==> src/rtl/alu_writeback.sv <==
// alu_writeback: ALU result writeback stage.
//   Buffers ALU register writes in a small FIFO ahead of the register file,
//   maintains the flag register, and evaluates branch conditions against the
//   flags as they stood before the current edge.
// Ports:
//   clk, reset                      clock, synchronous active-high reset
//   alu_valid/alu_ready             ALU result handshake
//   alu_value, alu_dest, alu_wb_en  register write request (r0 is never written)
//   alu_flag_en, alu_carry, alu_zero, alu_msb, alu_overflow   flag update
//   rf_we, rf_waddr, rf_wdata, rf_ready   register-file write handshake
//   flags                           flag register {overflow, msb, carry, zero}
//   br_req, br_cond                 branch-condition request
//   br_valid, br_taken              one-cycle branch result
module alu_writeback #(
  parameter int DEPTH = 2
) (
  input  logic        clk,
  input  logic        reset,
  input  logic        alu_valid,
  output logic        alu_ready,
  input  logic [31:0] alu_value,
  input  logic [4:0]  alu_dest,
  input  logic        alu_wb_en,
  input  logic        alu_flag_en,
  input  logic        alu_carry,
  input  logic        alu_zero,
  input  logic        alu_msb,
  input  logic        alu_overflow,
  output logic        rf_we,
  output logic [4:0]  rf_waddr,
  output logic [31:0] rf_wdata,
  input  logic        rf_ready,
  output logic [3:0]  flags,
  input  logic        br_req,
  input  logic [2:0]  br_cond,
  output logic        br_valid,
  output logic        br_taken
);

  localparam int DATA_W = 32;
  localparam int PTR_W  = $clog2(DEPTH);
  localparam int CNT_W  = $clog2(DEPTH + 1);

  typedef enum logic [1:0] {EMPTY, PARTIAL, FULL} buf_state_t;

  logic [CNT_W-1:0]  count_p1;
  logic [PTR_W-1:0]  wr_ptr_p1;
  logic [PTR_W-1:0]  rd_ptr_p1;
  logic [4:0]        dest_mem_p1 [DEPTH];
  logic [DATA_W-1:0] data_mem_p1 [DEPTH];
  logic [3:0]        flags_p1;
  logic              br_vld_p1;
  logic              br_taken_p1;

  buf_state_t buf_state;
  logic       transfer;
  logic       push;
  logic       pop;

  // Flag vector layout: {overflow, msb, carry, zero}
  function automatic logic br_eval(input logic [2:0] cond, input logic [3:0] f);
    logic r;
    case (cond)
      3'd0:    r = 1'b1;
      3'd1:    r = f[0];
      3'd2:    r = ~f[0];
      3'd3:    r = f[1];
      3'd4:    r = ~f[1];
      3'd5:    r = f[2];
      3'd6:    r = ~f[2];
      default: r = f[3];
    endcase
    return r;
  endfunction

  always_comb begin
    buf_state = PARTIAL;
    if (count_p1 == '0)
      buf_state = EMPTY;
    else if (count_p1 == CNT_W'(DEPTH))
      buf_state = FULL;
  end

  // Outputs are gated by reset so nothing stale is visible during the reset cycle
  assign alu_ready = ~reset && (buf_state != FULL);
  assign transfer  = alu_valid && alu_ready;
  assign push      = transfer && alu_wb_en && (alu_dest != 5'd0);

  assign rf_we     = ~reset && (buf_state != EMPTY);
  assign pop       = rf_we && rf_ready;
  assign rf_waddr  = rf_we ? dest_mem_p1[rd_ptr_p1] : 5'd0;
  assign rf_wdata  = rf_we ? data_mem_p1[rd_ptr_p1] : '0;

  assign flags     = reset ? 4'd0 : flags_p1;
  assign br_valid  = ~reset && br_vld_p1;
  assign br_taken  = br_valid && br_taken_p1;

  // ---- stage p0 -> p1: control state ----
  always_ff @(posedge clk) begin
    if (reset) begin
      count_p1    <= '0;
      wr_ptr_p1   <= '0;
      rd_ptr_p1   <= '0;
      flags_p1    <= 4'd0;
      br_vld_p1   <= 1'b0;
      br_taken_p1 <= 1'b0;
    end else begin
      // Power-of-two DEPTH makes natural pointer overflow the modulo wrap
      if (push) wr_ptr_p1 <= wr_ptr_p1 + PTR_W'(1);
      if (pop)  rd_ptr_p1 <= rd_ptr_p1 + PTR_W'(1);
      case ({push, pop})
        2'b10:   count_p1 <= count_p1 + CNT_W'(1);
        2'b01:   count_p1 <= count_p1 - CNT_W'(1);
        default: count_p1 <= count_p1;
      endcase
      if (transfer && alu_flag_en)
        flags_p1 <= {alu_overflow, alu_msb, alu_carry, alu_zero};
      // Evaluated on the pre-edge flags: a same-edge update is not seen
      br_vld_p1   <= br_req;
      br_taken_p1 <= br_req && br_eval(br_cond, flags_p1);
    end
  end

  // ---- stage p0 -> p1: buffer storage ----
  always_ff @(posedge clk) begin
    if (push) begin
      dest_mem_p1[wr_ptr_p1] <= alu_dest;
      data_mem_p1[wr_ptr_p1] <= alu_value;
    end
  end

endmodule

==> config.mk <==
export PLATFORM = sky130hd
export DESIGN_NAME = alu_writeback
export DESIGN_NICKNAME = d
export VERILOG_FILES = /design/src/rtl/alu_writeback.sv
export SDC_FILE = /design/constraint.sdc
export NUM_CORES = 1
export LEC_CHECK = 0
export CAP_MARGIN = 20
export CORE_MARGIN = 2
export CORE_UTILIZATION = 40
export DETAILED_ROUTE_END_ITERATION = 6
export PLACE_DENSITY_LB_ADDON = 0.1
export SKIP_LAST_GASP = 1
export SYNTH_ARGS = -nofsm -noshare
export SYNTH_HDL_FRONTEND = slang
export SYNTH_SLANG_ARGS = --single-unit
==> constraint.sdc <==
create_clock -name clk -period 4.06 [get_ports clk]
set_input_delay 1.218 -clock clk [delete_from_list [all_inputs] [get_ports clk]]
set_output_delay 1.218 -clock clk [all_outputs]
set_load 0.02 [all_outputs]
==> run metrics <==
CTS root buffer=clkbuf_8; Synth Net Count=271; Net count, final=372; Syn. warnings=0; net switching power=between 0.3 and 0.4 mW; core area=8134 sq um; result of the run=finished clean; Comb pwr share=between 10% and 20%; CP Max Fanout=22; via total after detailed routing=1999; Worst-Skew Late Latency=between 0.3 and 0.4 ns; number of filler cells placed in the layout=682; Post-Syn Instances=219; # IOs=96; Placer Congestion=between 0.7 and 0.8; total power=1.813 mW; Switching Share=21.38%; final hold viol count=0; Synth Area in Compound Gates=between 1 and 1.5%; Final period util=98.75%; Slowest-stage cell, CP=clkdlybuf4s50_1; Synth Area in Adders=0.3755%; critical path data arrival time=2.79 ns; Startpoint Class=input pin; most frequent cells in the layout=clkdlybuf4s50_1, edfxtp_1, nor2_1; Final Skew=0.002988 ns; Worst slew margin=64.92%; Hold Path Class=reg -> reg; share of cells above drive strength 1=8.308%; register bit total from synthesis=between 80 and 90; Synth Cell Area=3332 sq um; largest family of logic cells by synthesized area=multiplexers; maximum VDD drop=between 0.00015 and 0.0002 V; final wirelength=6181 um; row count=33; Critical Path RT=2.84 ns; Synth Flop Type=edfxtp_1; Seq/Total Area, Yosys=73.30%; FFs w/ async S/R, synth=0%; total internal power=1.426 mW; Overflow after GRT=0; DIE AREA=9076 sq um; ant diodes=0; CTS tree=yes; number of synthesized flops with an enable pin=74; pin count of the biggest net entering global routing=38; clock-pin slew on the worst setup and hold paths=0.08 ns; routed len/inst=14.37 um; CTS buffer count=9; dpl cell area=between 4000 and 5000 sq um; CP endpoint kind=output pin; XOR/XNOR Fraction of Synth Area=0.7886%; first-pass GRT wire length=around 9500 um; DPL Wire Length=slightly above 4000 um; Netlist cell types=30; fmax=approximately 0.25 GHz; Avg Inst Size Synth=15.21 sq um; H-tree levels=3; Via density=4.649; First-pass DRT Iterations=4; final max-slew violation count=0; min Tclk post-route=4.009 ns; antenna viol nets, final=0; pwr dens=385.6 nW/um^2; chip width=95.27 um; initial core utilization=between 40% and 50%; vias in the first global route=a little over 2000; TNS Setup=0 ns; Worst Tran Pin Value=0.5263 ns; die height=95.27 um; Max Root-Sink Buffers=2; CP Class=in -> out; Max-Cap Viols=0; post-synthesis mux area share=13.26%; input/output buffers=95; setup violators final=0; Clock Sinks=85; simple-gate share of the synthesized area=8.825%; Reg area=approximately 2400 sq um; Clk pwr share=35.2%; Total GRT Usage=14.36%; commonest non-fill, non-tap cell in the layout=clkdlybuf4s50_1; initial DRC count=between 80 and 90; Sequential Power Share=~54%; unrepaired setup endpoints after global routing=no; drc violations=0; Area Growth Syn to Fin=41.16%; initial antenna violation count=0; Crit path top cell by count=clkdlybuf4s50_1; max incr delay on CP=roughly 0.62 ns; CP Cell Sequence=clkdlybuf4s50_1, o21bai_4, buf_12, nor2_1, clkdlybuf4s50_1; Post-CTS Setup Bufs=0; Multi-input gate area=845.8 sq um; Leakage=1.565 nW; design area=4703 sq um
[flip-flops by register name, summed over array words and instances (netlist names), named ones only]
| name | count |
|---|---|
| br_taken_p1 | 1 |
| wr_ptr_p1 | 1 |
| data_mem_p1 | 64 |
| count_p1 | 2 |
| rd_ptr_p1 | 1 |
| dest_mem_p1 | 10 |
| br_vld_p1 | 1 |
| flags_p1 | 4 |
[cell type report]
class,instances,share of cell area (%)
Sequential cell,85,51.96
Clock buffer,10,2.713
Clock inverter,6,1.836
Tap cell,105,2.793
Inverter,2,0.1596
Timing Repair Buffer,101,22.56
Multi-Input combinational cell,121,17.98
[critical path: cells and delay by family]
kind | cells | cell delay [ns]
AO/OA/AOI/OAI | 1 | 0.21
buffers and inverters | 3 | 1.21
AND/OR/NAND/NOR | 1 | 0.13
[synth_stat cells, drive strengths merged (2+ instances only)]
cell | n | area share (%)
inv | 2 | 0.23
nor2b | 7 | 1.3
dfxtp | 11 | 6.6
xnor2 | 2 | 0.53
nor2 | 48 | 5.4
o21ai | 2 | 0.30
buf | 9 | 1.6
and2 | 2 | 0.45
edfxtp | 74 | 67
nand2 | 3 | 0.34
clkbuf | 2 | 0.26
mux2i | 43 | 13
[routing by layer]
| metal | share of wire, % | vias up | global-route usage [%] |
|---|---|---|---|
| li1 | - | 994 | - |
| met1 | 43 | 943 | 16.93 |
| met2 | 50 | 54 | 23.94 |
| met3 | 5.7 | 8 | 4.822 |
| met4 | 1.2 | 0 | 6.159 |
| met5 | 0 | - | 0 |
[metrics by stage]
| step | utilization, % | instances | worst slack, ns | hold WS (ns) |
|---|---|---|---|---|
| 4_1_cts | 57.79 | 430 | 0.008714 | 0.5476 |
| 5_1_grt | 57.82 | 430 | 0.005731 | 0.5834 |
| 6_report | 57.82 | 430 | 0.05085 | 0.5376 |
| 2_1_floorplan | - | 219 | 0.1056 | 0.4504 |
| 3_5_place_dp | 55.16 | 414 | 0.01097 | 0.5277 |
| 3_3_place_gp | 55.16 | 414 | 0.006861 | 0.4939 |
[power groups by stage]
stage                     clock [mW]  combinational [mW]  sequential (mW)
after CTS                      0.659               0.196            0.984
after global routing           0.701               0.207            0.987
after floorplan                    0              0.0865            0.999
after detailed placement           0               0.195             1.00
after global placement             0               0.192             1.00
final                          0.638               0.192            0.984
[kinds of logic after synthesis]
kind of cell / count (synthesis)
flip-flops: 85
AND/OR/NAND/NOR: 66
multiplexers: 44
buffers and inverters: 13
AO/OA/AOI/OAI: 7
XOR/XNOR: 3
adder cells (fa/ha/maj): 1
[path summary, 6_finish.rpt]
| path | slack (ns) | depth (start not counted) | endpoint | from |
|---|---|---|---|---|
| worst max-delay path | 0.05 | 5 | rf_wdata[4] | reset |
| worst min-delay path | 0.54 | 2 | flags_p1[3]$_SDFFE_PP0P_ | flags_p1[3]$_SDFFE_PP0P_ |
| worst max register to register | 2.06 | 6 | count_p1[1]$_SDFFE_PP0P_ | count_p1[0]$_SDFFE_PP0P_ |
| worst min register to register | 0.54 | 2 | flags_p1[3]$_SDFFE_PP0P_ | flags_p1[3]$_SDFFE_PP0P_ |
[repair_timing]
action,in CTS,in global routing
gates resized for setup,0,1
hold endpoints to repair,0,0
hold buffers,0,0
endpoints found under the setup margin,0,1
No activity file was read; power rests on OpenSTA's default activity.
